--- src/rtl/mem_port_arbiter_if.sv ---
`default_nettype none
// ============================================================================
// Module   : mem_port_arbiter_if
// Purpose  : Bundles the fetch (I) port, the load/store (D) port and the
//            shared single-port memory bus of mem_port_arbiter.
// Ports    : slave  - arbiter view (takes requests, drives grants, responses
//                     and the memory command; receives memRdata)
//            master - environment view (CPU requesters plus memory model)
// Revision : 1.0 - initial release
// ============================================================================
interface mem_port_arbiter_if #(
  parameter int AW = 32,
  parameter int DW = 32
);
  // Fetch port
  logic          iReq;
  logic [AW-1:0] iAddr;
  logic          iGnt;
  logic          iRvalid;
  logic [DW-1:0] iRdata;
  // Load/store port
  logic          dReq;
  logic          dWe;
  logic [AW-1:0] dAddr;
  logic [DW-1:0] dWdata;
  logic          dGnt;
  logic          dRvalid;
  logic [DW-1:0] dRdata;
  // Shared memory bus
  logic          memEn;
  logic          memWe;
  logic [AW-1:0] memAddr;
  logic [DW-1:0] memWdata;
  logic [DW-1:0] memRdata;

  modport slave (
    input  iReq, iAddr, dReq, dWe, dAddr, dWdata, memRdata,
    output iGnt, iRvalid, iRdata, dGnt, dRvalid, dRdata,
           memEn, memWe, memAddr, memWdata
  );

  modport master (
    output iReq, iAddr, dReq, dWe, dAddr, dWdata, memRdata,
    input  iGnt, iRvalid, iRdata, dGnt, dRvalid, dRdata,
           memEn, memWe, memAddr, memWdata
  );
endinterface
`default_nettype wire

--- src/rtl/mem_port_arbiter.sv ---
`default_nettype none
// ============================================================================
// Module   : mem_port_arbiter
// Purpose  : Shares one single-port synchronous memory between the CPU fetch
//            path (I) and load/store path (D). At most one access per cycle,
//            D has priority, and a consecutive-denial counter forces an I
//            grant after MAX_WAIT lost cycles. Read data returns one cycle
//            after the grant with a per-port rvalid. Saturating statistics
//            counters track grants and contention.
// Ports    : clk          - rising-edge clock
//            rst_n        - asynchronous active-low reset
//            bus          - mem_port_arbiter_if.slave (I/D ports, memory bus)
//            iGrantCnt    - saturating count of I grants
//            dGrantCnt    - saturating count of D grants
//            conflictCnt  - saturating count of cycles with both requests
// Revision : 1.0 - initial release
// ============================================================================
module mem_port_arbiter #(
  parameter int AW       = 32,
  parameter int DW       = 32,
  parameter int MAX_WAIT = 4,
  parameter int CW       = 16
) (
  input  logic                 clk,
  input  logic                 rst_n,
  mem_port_arbiter_if.slave    bus,
  output logic [CW-1:0]        iGrantCnt,
  output logic [CW-1:0]        dGrantCnt,
  output logic [CW-1:0]        conflictCnt
);

  localparam logic [7:0]    C_WAIT_MAX = 8'(MAX_WAIT);
  localparam logic [CW-1:0] C_CNT_MAX  = '1;

  logic          w_iWin;
  logic          w_dWin;
  logic [7:0]    waitCnt_q, waitCnt_d;
  logic          iRvalid_q, iRvalid_d;
  logic          dRvalid_q, dRvalid_d;
  logic [AW-1:0] lastAddr_q, lastAddr_d;
  logic [DW-1:0] lastWdata_q, lastWdata_d;
  logic [CW-1:0] iCnt_q, iCnt_d;
  logic [CW-1:0] dCnt_q, dCnt_d;
  logic [CW-1:0] cCnt_q, cCnt_d;

  // Winner selection. Gating with rst_n keeps every grant and memory strobe
  // low for the whole time reset is held, not just from the next edge.
  always_comb begin
    w_iWin = 1'b0;
    w_dWin = 1'b0;
    if (rst_n) begin
      if (bus.iReq && (!bus.dReq || (waitCnt_q == C_WAIT_MAX))) begin
        w_iWin = 1'b1;
      end else if (bus.dReq) begin
        w_dWin = 1'b1;
      end
    end
  end

  // Memory command. When idle the address/data hold their last driven value
  // so the bus does not toggle needlessly.
  always_comb begin
    bus.memEn    = w_iWin | w_dWin;
    bus.memWe    = w_dWin & bus.dWe;
    bus.memAddr  = lastAddr_q;
    bus.memWdata = lastWdata_q;
    if (w_dWin) begin
      bus.memAddr  = bus.dAddr;
      bus.memWdata = bus.dWdata;
    end else if (w_iWin) begin
      bus.memAddr  = bus.iAddr;
      bus.memWdata = '0;
    end
  end

  assign bus.iGnt    = w_iWin;
  assign bus.dGnt    = w_dWin;
  assign bus.iRvalid = iRvalid_q;
  assign bus.dRvalid = dRvalid_q;
  assign bus.iRdata  = bus.memRdata;
  assign bus.dRdata  = bus.memRdata;

  assign iGrantCnt   = iCnt_q;
  assign dGrantCnt   = dCnt_q;
  assign conflictCnt = cCnt_q;

  // Next-state logic
  always_comb begin
    // Denial streak: only grows while I is requesting and losing; the
    // forced win at C_WAIT_MAX keeps it from ever passing that value.
    waitCnt_d = waitCnt_q;
    if (!bus.iReq || w_iWin) begin
      waitCnt_d = '0;
    end else if (waitCnt_q != C_WAIT_MAX) begin
      waitCnt_d = waitCnt_q + 8'd1;
    end

    // Fetches are always reads; D reads only when dWe is low.
    iRvalid_d = w_iWin;
    dRvalid_d = w_dWin & ~bus.dWe;

    lastAddr_d  = bus.memAddr;
    lastWdata_d = bus.memWdata;

    iCnt_d = iCnt_q;
    dCnt_d = dCnt_q;
    cCnt_d = cCnt_q;
    if (w_iWin && (iCnt_q != C_CNT_MAX)) begin
      iCnt_d = iCnt_q + 1'b1;
    end
    if (w_dWin && (dCnt_q != C_CNT_MAX)) begin
      dCnt_d = dCnt_q + 1'b1;
    end
    if (bus.iReq && bus.dReq && (cCnt_q != C_CNT_MAX)) begin
      cCnt_d = cCnt_q + 1'b1;
    end
  end

  // State registers. Clearing the rvalid flops drops any response that was
  // in flight when reset arrived.
  always_ff @(posedge clk or negedge rst_n) begin
    if (!rst_n) begin
      waitCnt_q   <= '0;
      iRvalid_q   <= 1'b0;
      dRvalid_q   <= 1'b0;
      lastAddr_q  <= '0;
      lastWdata_q <= '0;
      iCnt_q      <= '0;
      dCnt_q      <= '0;
      cCnt_q      <= '0;
    end else begin
      waitCnt_q   <= waitCnt_d;
      iRvalid_q   <= iRvalid_d;
      dRvalid_q   <= dRvalid_d;
      lastAddr_q  <= lastAddr_d;
      lastWdata_q <= lastWdata_d;
      iCnt_q      <= iCnt_d;
      dCnt_q      <= dCnt_d;
      cCnt_q      <= cCnt_d;
    end
  end

endmodule
`default_nettype wire

--- src/flat_wrapper.sv ---
// flat-port wrapper written by rule: the top's interface ports become plain ports
module mem_port_arbiter_flat 
#(
  parameter int AW       = 32,
  parameter int DW       = 32,
  parameter int MAX_WAIT = 4,
  parameter int CW       = 16
)
  (clk, rst_n, iGrantCnt, dGrantCnt, conflictCnt, bus_iReq, bus_iAddr, bus_dReq, bus_dWe, bus_dAddr, bus_dWdata, bus_memRdata, bus_iGnt, bus_iRvalid, bus_iRdata, bus_dGnt, bus_dRvalid, bus_dRdata, bus_memEn, bus_memWe, bus_memAddr, bus_memWdata);
  mem_port_arbiter_if #(.AW(AW), .DW(DW)) bus_i ();
  input  logic clk;
  input  logic rst_n;
  output logic [CW-1:0] iGrantCnt;
  output logic [CW-1:0] dGrantCnt;
  output logic [CW-1:0] conflictCnt;
  input wire logic [$bits(bus_i.iReq)-1:0] bus_iReq;
  input wire logic [$bits(bus_i.iAddr)-1:0] bus_iAddr;
  input wire logic [$bits(bus_i.dReq)-1:0] bus_dReq;
  input wire logic [$bits(bus_i.dWe)-1:0] bus_dWe;
  input wire logic [$bits(bus_i.dAddr)-1:0] bus_dAddr;
  input wire logic [$bits(bus_i.dWdata)-1:0] bus_dWdata;
  input wire logic [$bits(bus_i.memRdata)-1:0] bus_memRdata;
  output wire logic [$bits(bus_i.iGnt)-1:0] bus_iGnt;
  output wire logic [$bits(bus_i.iRvalid)-1:0] bus_iRvalid;
  output wire logic [$bits(bus_i.iRdata)-1:0] bus_iRdata;
  output wire logic [$bits(bus_i.dGnt)-1:0] bus_dGnt;
  output wire logic [$bits(bus_i.dRvalid)-1:0] bus_dRvalid;
  output wire logic [$bits(bus_i.dRdata)-1:0] bus_dRdata;
  output wire logic [$bits(bus_i.memEn)-1:0] bus_memEn;
  output wire logic [$bits(bus_i.memWe)-1:0] bus_memWe;
  output wire logic [$bits(bus_i.memAddr)-1:0] bus_memAddr;
  output wire logic [$bits(bus_i.memWdata)-1:0] bus_memWdata;
  assign bus_i.iReq = bus_iReq;
  assign bus_i.iAddr = bus_iAddr;
  assign bus_i.dReq = bus_dReq;
  assign bus_i.dWe = bus_dWe;
  assign bus_i.dAddr = bus_dAddr;
  assign bus_i.dWdata = bus_dWdata;
  assign bus_i.memRdata = bus_memRdata;
  assign bus_iGnt = bus_i.iGnt;
  assign bus_iRvalid = bus_i.iRvalid;
  assign bus_iRdata = bus_i.iRdata;
  assign bus_dGnt = bus_i.dGnt;
  assign bus_dRvalid = bus_i.dRvalid;
  assign bus_dRdata = bus_i.dRdata;
  assign bus_memEn = bus_i.memEn;
  assign bus_memWe = bus_i.memWe;
  assign bus_memAddr = bus_i.memAddr;
  assign bus_memWdata = bus_i.memWdata;
  mem_port_arbiter #(.AW(AW), .DW(DW), .MAX_WAIT(MAX_WAIT), .CW(CW)) u_core (.clk(clk), .rst_n(rst_n), .bus(bus_i), .iGrantCnt(iGrantCnt), .dGrantCnt(dGrantCnt), .conflictCnt(conflictCnt));
endmodule
--- config.mk ---
export PLATFORM = sky130hd
export DESIGN_NAME = mem_port_arbiter_flat
export DESIGN_NICKNAME = d
export VERILOG_FILES = /design/src/rtl/mem_port_arbiter_if.sv /design/src/rtl/mem_port_arbiter.sv /design/src/flat_wrapper.sv
export SDC_FILE = /design/constraint.sdc
export NUM_CORES = 1
export LEC_CHECK = 0
export CAP_MARGIN = 25
export CORE_UTILIZATION = 39
export DETAILED_ROUTE_END_ITERATION = 12
export PLACE_DENSITY = 0.83
export REMOVE_ABC_BUFFERS = 1
export SLEW_MARGIN = 0
export SYNTH_ARGS = -nofsm -noshare
export SYNTH_HDL_FRONTEND = slang
export SYNTH_SLANG_ARGS = --single-unit
--- constraint.sdc ---
create_clock -name clk -period 4.2 [get_ports clk]
set_clock_uncertainty 0.2 [all_clocks]
set_input_delay 1.26 -clock clk [delete_from_list [all_inputs] [get_ports clk]]
set_output_delay 1.26 -clock clk [all_outputs]
set_load 0.01 [all_outputs]
Yosys cells after proc, flatten, opt, wreduce, memory -nomap -nowiden
Cells that the tools add are included.
Word-level totals
  memories: 0
  bits in read-only memories: 0
  word-level logic and storage cells: 42
  bits in registers: 122
  latch bits: 0
  output and inout port bits: 182
  bits of input ports: 133
  memory bits (writable): 0
Cells by class
  multiply operators: 0
  add/subtract/negate cells: 4
  magnitude comparators: 0
  reductions and logical operators: 10
  shifts and indexed selects: 0
  equal/unequal tests: 5
  div/mod/pow operators: 0
  bitwise logic cells: 4
  multiplexer cells: 11
Operators by type and width (number)
  two-way mux 32 bit: 4
  adder 16 x 1 -> 16 bit, second input constant: 3
  != test 16 bit, second input constant: 3
  two-way mux 8 bit: 2
  adder 8 x 1 -> 8 bit, second input constant: 1
  equality test 8 x 3 -> 1 bit, second input constant: 1
  != test 8 x 3 -> 1 bit, second input constant: 1
  logical AND 1 bit: 5
  two-way mux 1 bit: 5
  AND 1 bit: 2
  logical NOT 1 bit: 2
  logical OR 1 bit: 2
  nonzero test 2 bit: 1
  NOT 1 bit: 1
  bitwise OR 1 bit: 1

Logic depth before layout (Yosys ltp)
Gate-level depths: netlist (run 1).
  word-level depth: 7
  gate-level depth with buffers: 8

Least setup slack after synthesis (run 1)
OpenSTA, ideal clock, no wires.
  kind: input to output
  from: in bus_dReq
  to: out bus_memWdata[15]
  cell stages on the path: 6
  buffers on the path: 3
  arrival time: 2.668 ns
  slack: 0.072 ns
  cells stage by stage: buf_2 nand2_1 a41oi_2 clkbuf_1 buf_1 a22o_1
Between the ends
  longest elaborated chain between the ends: 7
  elaborated cells on any way between the ends: 10
RTL lines
  start, declared: line flat_wrapper.sv:18  | input wire logic [$bits(bus_i.dReq)-1:0] bus_dReq;
  logical NOT 1 bit: line mem_port_arbiter.sv:52  | if (bus.iReq && (!bus.dReq || (waitCnt_q == C_WAIT_MAX))) begin
  logical OR 1 bit: line mem_port_arbiter.sv:52
  logical AND 1 bit: line mem_port_arbiter.sv:52
  two-way mux 1 bit: line mem_port_arbiter.sv:52
  two-way mux 1 bit: line mem_port_arbiter.sv:51  | if (rst_n) begin
  two-way mux 32 bit: line mem_port_arbiter.sv:70  | end else if (w_iWin) begin
  two-way mux 32 bit (*): line mem_port_arbiter.sv:67  | if (w_dWin) begin
  end, declared: line flat_wrapper.sv:32  | output wire logic [$bits(bus_i.memWdata)-1:0] bus_memWdata;
Mark *: on every way between the ends. The rest lies on a longest branch, timed or not.

Final worst setup path (run 1)
  from: reg u_core.waitCnt_q[0]
  to: out bus_memAddr[25]
Between the ends
  longest elaborated chain between the ends: 7
  elaborated cells on any way between the ends: 9
RTL lines
  start, declared: line mem_port_arbiter.sv:37  | logic [7:0] waitCnt_q, waitCnt_d;
  start signal, assigned: line mem_port_arbiter.sv:132  | waitCnt_q <= waitCnt_d;
  equality test 8 x 3 -> 1 bit (*): line mem_port_arbiter.sv:52
  logical OR 1 bit (*): line mem_port_arbiter.sv:52
  logical AND 1 bit (*): line mem_port_arbiter.sv:52
  two-way mux 1 bit: line mem_port_arbiter.sv:52
  two-way mux 1 bit: line mem_port_arbiter.sv:51
  two-way mux 32 bit: line mem_port_arbiter.sv:70
  two-way mux 32 bit (*): line mem_port_arbiter.sv:67
  end, declared: line flat_wrapper.sv:31  | output wire logic [$bits(bus_i.memAddr)-1:0] bus_memAddr;
Marked as above.

==> insert_results.sql, run 1 <==
INSERT INTO impl_metrics (metric_group, metric, value, unit) VALUES
('synth', 'yosys_warnings', '0', ''),
('worst_setup_path', 'crit_path_start_kind', 'flop', ''),
('detailed_routing', 'first_iter_violations', '403', ''),
('synth', 'post_synthesis_share_of_cell_area_spent_on_full_adders_half_adders_and_majority_gates', '1.09', '%'),
('timing', 'final-max-slew-violation-count', '0', ''),
('clock_network', 'clk_pin_slew', '60', 'ps'),
('worst_setup_path', 'worst-setup-path-type', 'reg -> out', ''),
('timing', 'final_critical_period', '4150', 'ps'),
('detailed_routing', 'total_number_of_vias', '5286', ''),
('clock_network', 'clkLatencyLatePin', '410', 'ps'),
('worst_setup_path', 'worst-path-max-fanout', '13', ''),
('detailed_routing', 'vias_per_cell', '5.56', ''),
('timing', 'fin_worst_hold_slack', '284', 'ps'),
('placement', 'dp.final_hpwl', '13.6', 'mm'),
('final_layout', 'layout-drive-gt1-share', '23.6', '%'),
('timing', 'timing_worst_slew_pin_value', '842', 'ps'),
('synth', 'most_used_standard_cell_by_instance_count_after_synthesis', 'sky130_fd_sc_hd__dfrtp_1', ''),
('final_layout', 'syn2layout_area_growth', '56.5', '%'),
('final_layout', 'finalCoreUtilization', '63.6', '%'),
('synth', 'seq_area_frac_synth', '53.3', '%'),
('detailed_routing', 'ant_nets', '0', ''),
('final_layout', 'num_antenna_cells', '0', ''),
('floorplanning', 'chipHeight', '123', 'um'),
('global_routing', 'grt_use_total', '28.1', '%'),
('synth', 'post_synth_num_cell_types', '47', ''),
('placement', 'detailed_place.area', '7840', 'sq um'),
('clock_network', 'cts_tree', 'built', ''),
('clock_network', 'clock_path_buffers', '2', ''),
('timing', 'fmaxAchievable', '241', 'MHz'),
('floorplanning', 'coreArea', '14100', 'sq um'),
('worst_setup_path', 'reg2reg_slack', '60', 'ps'),
('final_layout', 'layout.cell_area.non_filler', '8970', 'sq um'),
('synth', 'postSynthCellCount', '508', ''),
('floorplanning', 'ioPinCount', '315', ''),
('clock_network', 'cts_root_buffer', 'sky130_fd_sc_hd__clkbuf_16', ''),
('synth', 'synth_largest_type_area_fraction', '53.3', '%'),
('synth', 'yosys.area.top_type', 'sky130_fd_sc_hd__dfrtp_1', ''),
('timing', 'slew_headroom', '43.9', '%'),
('floorplanning', 'floorplan.die.width', '123', 'um'),
('global_routing', 'grt_max_degree', '65', ''),
('synth', 'yosys_register_bits', '122', ''),
('worst_setup_path', 'data_arrival_time_of_the_critical_path', '2690', 'ps'),
('detailed_routing', 'drt-pass1-iter-count', '7', ''),
('synth', 'muxShareOfSynthArea', '1.64', '%'),
('synth', 'ys_top_cells_by_count', 'sky130_fd_sc_hd__dfrtp_1 (122), sky130_fd_sc_hd__buf_4 (64), sky130_fd_sc_hd__inv_1 (36)', ''),
('power_and_ir_drop', 'powerDensity', '443', 'nW/um^2'),
('global_routing', 'vias_in_the_first_global_route', '5503', ''),
('placement', 'placement.io_buffers', '218', ''),
('final_layout', 'final_cells', '950', ''),
('worst_setup_path', 'timing.critical_path.to_type', 'primary output', ''),
('floorplanning', 'initial_utilization', '40.6', '%'),
('placement', 'routability_congestion_estimate_from_global_placement', '0.821', ''),
('detailed_routing', 'wl', '21.3', 'mm'),
('floorplanning', 'die_area', '15200', 'sq um'),
('detailed_routing', 'remaining_drc_errors', '0', ''),
('timing', 'fin_crit_sh', '98.9', '%'),
('global_routing', 'grt_remaining_overflow', '0', ''),
('timing', 'timing.final.hold_violations', '0', ''),
('clock_network', 'numCtsBuffers', '17', ''),
('synth', 'netlist_top_cells_area', 'sky130_fd_sc_hd__dfrtp_1 (53%), sky130_fd_sc_hd__buf_4 (8.4%), sky130_fd_sc_hd__a222oi_1 (5.2%)', ''),
('outcome', 'run_status', 'finished, final reports clean', ''),
('timing', 'grt_setup_unrepaired', 'true', ''),
('synth', 'syn_area', '5730', 'sq um'),
('global_routing', 'grt_antenna_before_repair', '0', ''),
('synth', 'synth_simple_gate_area_share', '11.7', '%'),
('synth', 'synth_top_family_by_area', 'compound AO/OA/AOI/OAI gates', ''),
('placement', 'dp_cells', '844', ''),
('synth', 'synth_compound_area_share', '14.2', '%'),
('job', 'timing.max_cap.violations', '0', ''),
('clock_network', 'ctsHtreeMaxLevel', '4', ''),
('power_and_ir_drop', 'max_rail_drop_vdd', '0.329', 'mV');
placed cells by master, fill, tap and decap left out, drive strengths merged, types with 8 or more instances in the layout:
cell and n:
clkdlybuf4s50 149, dfrtp 122, dlygate4sd2 37, mux2 8, nand3 22, xor2 18
nand2 23, nand4 15, a21oi 8, nor2 16, xnor2 20, and3 8
buf 125, inv 36, clkbuf 25, nor3 15, a222oi 30, a22o 32
final timing paths:
kind                                        from                     to  depth (start not counted)
min                        u_core.lastAddr_q[27]  u_core.lastAddr_q[27]                          2
min reg2reg                u_core.lastAddr_q[27]  u_core.lastAddr_q[27]                          2
max                          u_core.waitCnt_q[0]        bus_memAddr[25]                         10
max in group asynchronous                  rst_n  u_core.lastAddr_q[11]                          4
max reg2reg                  u_core.waitCnt_q[0]  u_core.lastAddr_q[31]                         25
min in group asynchronous                  rst_n    u_core.waitCnt_q[3]                          2
power breakdown:
group / switching (mW) / total, mW / leakage [nW] / internal [mW]
combinational: 0.427 / 0.990 / 2.45 / 0.563
sequential: 0.155 / 1.49 / 1.57 / 1.34
clock: 0.521 / 1.49 / 0.293 / 0.973
kinds of logic after synthesis:
| family | Yosys count |
|---|---|
| AOI/OAI and AO/OA | 91 |
| muxes | 8 |
| adders and majority gates | 5 |
| xor gates and xnor gates | 38 |
| and+or+nand+nor | 122 |
| DFF | 122 |
| buffers and inverters | 122 |
cell type report:
cell class	count	area [sq um]	share of cell area, %
inverter	36	135	1.51
timing repair buffer	317	2930	32.7
tap	180	225	2.51
clock buffer	23	478	5.33
sequential	122	3050	34.0
multi-input combinational	264	2030	22.6
clock inverter	8	118	1.31
flip-flops by register name, indices dropped and copies added (netlist names):
register,flops
u_core.iGrantCnt,16
u_core.bus.dRvalid,1
u_core.bus.iRvalid,1
u_core.waitCnt_q,8
u_core.conflictCnt,16
u_core.lastWdata_q,32
u_core.dGrantCnt,16
u_core.lastAddr_q,32
stage by stage:
stage | setup TNS (ps) | setup slack [ps] | total power, mW
finish | 0 | 46.9 | 3.97
floorplan | -65400 | -994 | 1.81
global placement | -26170 | -479 | 2.34
global route | -106 | -56.8 | 4.14
CTS | 0 | 7.70 | 3.95
detailed placement | -27500 | -522 | 2.38
worst max-delay path: stages, from the launching register on:
cell and delay [ps]:
sky130_fd_sc_hd__dfrtp_1 410, sky130_fd_sc_hd__inv_2 100, sky130_fd_sc_hd__ha_4 140, sky130_fd_sc_hd__nor4b_4 170, sky130_fd_sc_hd__buf_4 180, sky130_fd_sc_hd__a41oi_4 140
sky130_fd_sc_hd__buf_6 180, sky130_fd_sc_hd__bufbuf_16 280, sky130_fd_sc_hd__a222oi_1 390, sky130_fd_sc_hd__inv_1 130, sky130_fd_sc_hd__buf_2 170
timing repair:
item / 4_1_cts / 5_1_grt
endpoints found under the setup margin: 68 / 23
cloned: 5 / 0
gates resized for setup: 168 / 8
endpoints found under the hold margin: 0 / 0
buffers inserted: 63 / 12
pin swaps: 20 / 8
layer usage:
metal / part of all wire [%] / GRT usage [%]
met2: 48 / 43.5
met1: 39 / 32.7
met3: 11 / 14.5
met5: 0.41 / 5.56
met4: 2.0 / 10.6
Note: power is estimated with default switching activity, not from simulation.
==> run 2, diff against run 1 <==
--- a/config.mk
+++ b/config.mk
@@ -10,6 +10,7 @@
 export DETAILED_ROUTE_END_ITERATION = 12
 export PLACE_DENSITY = 0.83
 export REMOVE_ABC_BUFFERS = 1
+export SKIP_CTS_REPAIR_TIMING = 1
 export SLEW_MARGIN = 0
 export SYNTH_ARGS = -nofsm -noshare
 export SYNTH_HDL_FRONTEND = slang
==> insert_results.sql, run 2 (synthesis gave the netlist of run 1 again) <==
INSERT INTO impl_metrics (metric_group, metric, value, unit) VALUES
('detailed_routing', 'drt-pass1-iter-count', '5', ''),
('worst_setup_path', 'critPathBufInv', '4', ''),
('placement', 'routability_congestion_estimate_from_global_placement', '0.821', ''),
('detailed_routing', 'first_iter_violations', '434', ''),
('timing', 'timing_worst_slew_pin_value', '848', 'ps'),
('worst_setup_path', 'timing.critical_path.to_type', 'primary output', ''),
('clock_network', 'cts_tree', 'built', ''),
('floorplanning', 'coreArea', '14100', 'sq um'),
('detailed_routing', 'routed-wl-met3', '2.34', 'mm'),
('timing', 'fin_crit_sh', '99.3', '%'),
('timing', 'postLayoutSetupSlackWorst', '29.5', 'ps'),
('placement', 'dp.final_hpwl', '13.6', 'mm'),
('final_layout', 'final_cells', '909', ''),
('final_layout', 'finalNetCount', '855', ''),
('worst_setup_path', 'crit_path_start_kind', 'input port', ''),
('worst_setup_path', 'worst-setup-path-type', 'in -> out', ''),
('placement', 'dp_cells', '844', ''),
('worst_setup_path', 'cp_top_family', 'buffers and inverters', ''),
('outcome', 'run_status', 'finished, final reports clean', ''),
('floorplanning', 'die_area', '15200', 'sq um'),
('worst_setup_path', 'cp_slowest_stage_delay', '540', 'ps'),
('worst_setup_path', 'data_arrival_time_of_the_critical_path', '2710', 'ps'),
('min_path', 'hold_class', 'reg -> reg', ''),
('worst_setup_path', 'worst-path-max-fanout', '6', ''),
('final_layout', 'num_antenna_cells', '0', ''),
('global_routing', 'grt_remaining_overflow', '0', ''),
('floorplanning', 'row_count', '43', ''),
('timing', 'grt_setup_unrepaired', 'true', ''),
('worst_setup_path', 'critical_path.slowest_cell', 'sky130_fd_sc_hd__clkdlybuf4s50_1', ''),
('clock_network', 'ctsHtreeMaxLevel', '4', ''),
('clock_network', 'clkLatencyLatePin', '410', 'ps'),
('clock_network', 'clock_path_buffers', '2', ''),
('worst_setup_path', 'path_common_cell', 'sky130_fd_sc_hd__buf_6', ''),
('global_routing', 'grt_max_degree', '65', ''),
('floorplanning', 'chipHeight', '123', 'um'),
('worst_setup_path', 'req_time_crit_path', '2740', 'ps'),
('timing', 'final_critical_period', '4170', 'ps'),
('global_routing', 'grt_use_total', '24.6', '%'),
('final_layout', 'leading_cell_type_in_the_layout_fill_and_taps_excluded', 'sky130_fd_sc_hd__clkdlybuf4s50_1', ''),
('clock_network', 'clock_sinks', '122', ''),
('worst_setup_path', 'critical_path.cell_chain', 'dlymetal6s2s_1 > nand2_4 > a41oi_4 > buf_6 > buf_6 > a22o_1 > clkdlybuf4s50_1', ''),
('final_layout', 'final_cell_mix', 'sky130_fd_sc_hd__clkdlybuf4s50_1 (151), sky130_fd_sc_hd__dfrtp_1 (122), sky130_fd_sc_hd__dlymetal6s2s_1 (62), sky130_fd_sc_hd__buf_4 (38), sky130_fd_sc_hd__inv_1 (36)', ''),
('clock_network', 'clk_pin_slew', '50', 'ps'),
('timing', 'timing.final.hold_violations', '0', ''),
('power_and_ir_drop', 'max_rail_drop_vdd', '0.333', 'mV'),
('global_routing', 'global_route_wire_length_before_repair', '27.3', 'mm'),
('placement', 'placement.io_buffers', '218', ''),
('detailed_routing', 'total_number_of_vias', '5066', ''),
('final_layout', 'area_of_the_multi_input_gates', '2050', 'sq um'),
('detailed_routing', 'wl_per_cell', '22.4', 'um'),
('floorplanning', 'ioPinCount', '315', ''),
('final_layout', 'syn2layout_area_growth', '57.1', '%'),
('placement', 'pre_cts_slack', '-522', 'ps'),
('final_layout', 'fillCellCount', '1040', ''),
('job', 'timing.max_cap.violations', '0', ''),
('detailed_routing', 'wl', '20.4', 'mm'),
('clock_network', 'numCtsBuffers', '17', ''),
('final_layout', 'finalCoreUtilization', '63.9', '%'),
('detailed_routing', 'top_layer_used', 'met5', ''),
('detailed_routing', 'm1WireLength', '8.02', 'mm'),
('global_routing', 'vias_in_the_first_global_route', '5004', ''),
('timing', 'fmaxAchievable', '240', 'MHz'),
('detailed_routing', 'met2_length', '9.51', 'mm'),
('power_and_ir_drop', 'cellLeakagePower', '4.75', 'nW'),
('detailed_routing', 'vias_per_cell', '5.57', ''),
('timing', 'report.final.setup_viol', '0', ''),
('detailed_routing', 'remaining_drc_errors', '0', ''),
('clock_network', 'cts_root_buffer', 'sky130_fd_sc_hd__clkbuf_16', ''),
('final_layout', 'register_area', '3050', 'sq um'),
('floorplanning', 'floorplan.die.width', '123', 'um'),
('global_routing', 'grt_antenna_before_repair', '0', ''),
('timing', 'slew_headroom', '43.5', '%'),
('timing', 'final-max-slew-violation-count', '0', ''),
('final_layout', 'layout-drive-gt1-share', '15.4', '%'),
('power_and_ir_drop', 'powerDensity', '433', 'nW/um^2'),
('final_layout', 'top_regs', 'u_core.lastAddr_q: 32 flops, u_core.lastWdata_q: 32 flops', ''),
('power_and_ir_drop', 'total_power', '3.90', 'mW'),
('floorplanning', 'initial_utilization', '40.6', '%'),
('detailed_routing', 'ant_nets', '0', '');
==> run 2: worst paths after layout <==
path | from | to | slack [ps] | cells past startpoint
setup / recovery | bus_dReq | bus_memWdata[6] | 30 | 7
hold / removal | u_core.lastAddr_q[23] | u_core.lastAddr_q[23] | 280 | 2
setup reg to reg | u_core.waitCnt_q[0] | u_core.iGrantCnt[15] | 1490 | 9
hold reg to reg | u_core.lastAddr_q[23] | u_core.lastAddr_q[23] | 280 | 2
max in group asynchronous | rst_n | u_core.lastAddr_q[11] | 1510 | 4
min in group asynchronous | rst_n | u_core.waitCnt_q[3] | 600 | 2
==> run 2: area by class of cell <==
cell class | count | area share, %
Inverter | 36 | 1.50
Clock inverter | 8 | 1.31
Multi-Input combinational cell | 265 | 22.7
Clock buffer | 23 | 5.31
Timing Repair Buffer | 275 | 32.7
Sequential cell | 122 | 33.9
Tap cell | 180 | 2.50
==> run 2: layer usage <==
| metal | up-vias | GRT usage (%) |
|---|---|---|
| li1 | 2202 | - |
| met1 | 2494 | 29.4 |
| met2 | 329 | 35.9 |
| met3 | 37 | 14.2 |
| met4 | 4 | 9.19 |
| met5 | - | 5.56 |
==> run 2: tightest hold or removal path, stage by stage, from the launching register on <==
cell,delay [ps]
sky130_fd_sc_hd__dfrtp_1,320
sky130_fd_sc_hd__a222oi_1,60
sky130_fd_sc_hd__inv_1,70
==> run 2: power by group <==
part           switching (mW)  total, mW  leakage [nW]  internal, mW
Combinational           0.399      0.928          2.89         0.528
Sequential              0.151       1.49          1.57          1.34
Clock                   0.511       1.48         0.293         0.972
==> run 2: per-stage QoR <==
step           cell area, sq um  TNS, ps  hold slack, ps
3_3_place_gp               7830   -26170             265
5_1_grt                    9000    -49.8             293
3_5_place_dp               7840   -27500             271
6_report                   9000        0             280
4_1_cts                    8430   -28770             286
2_1_floorplan              5160   -65400             309
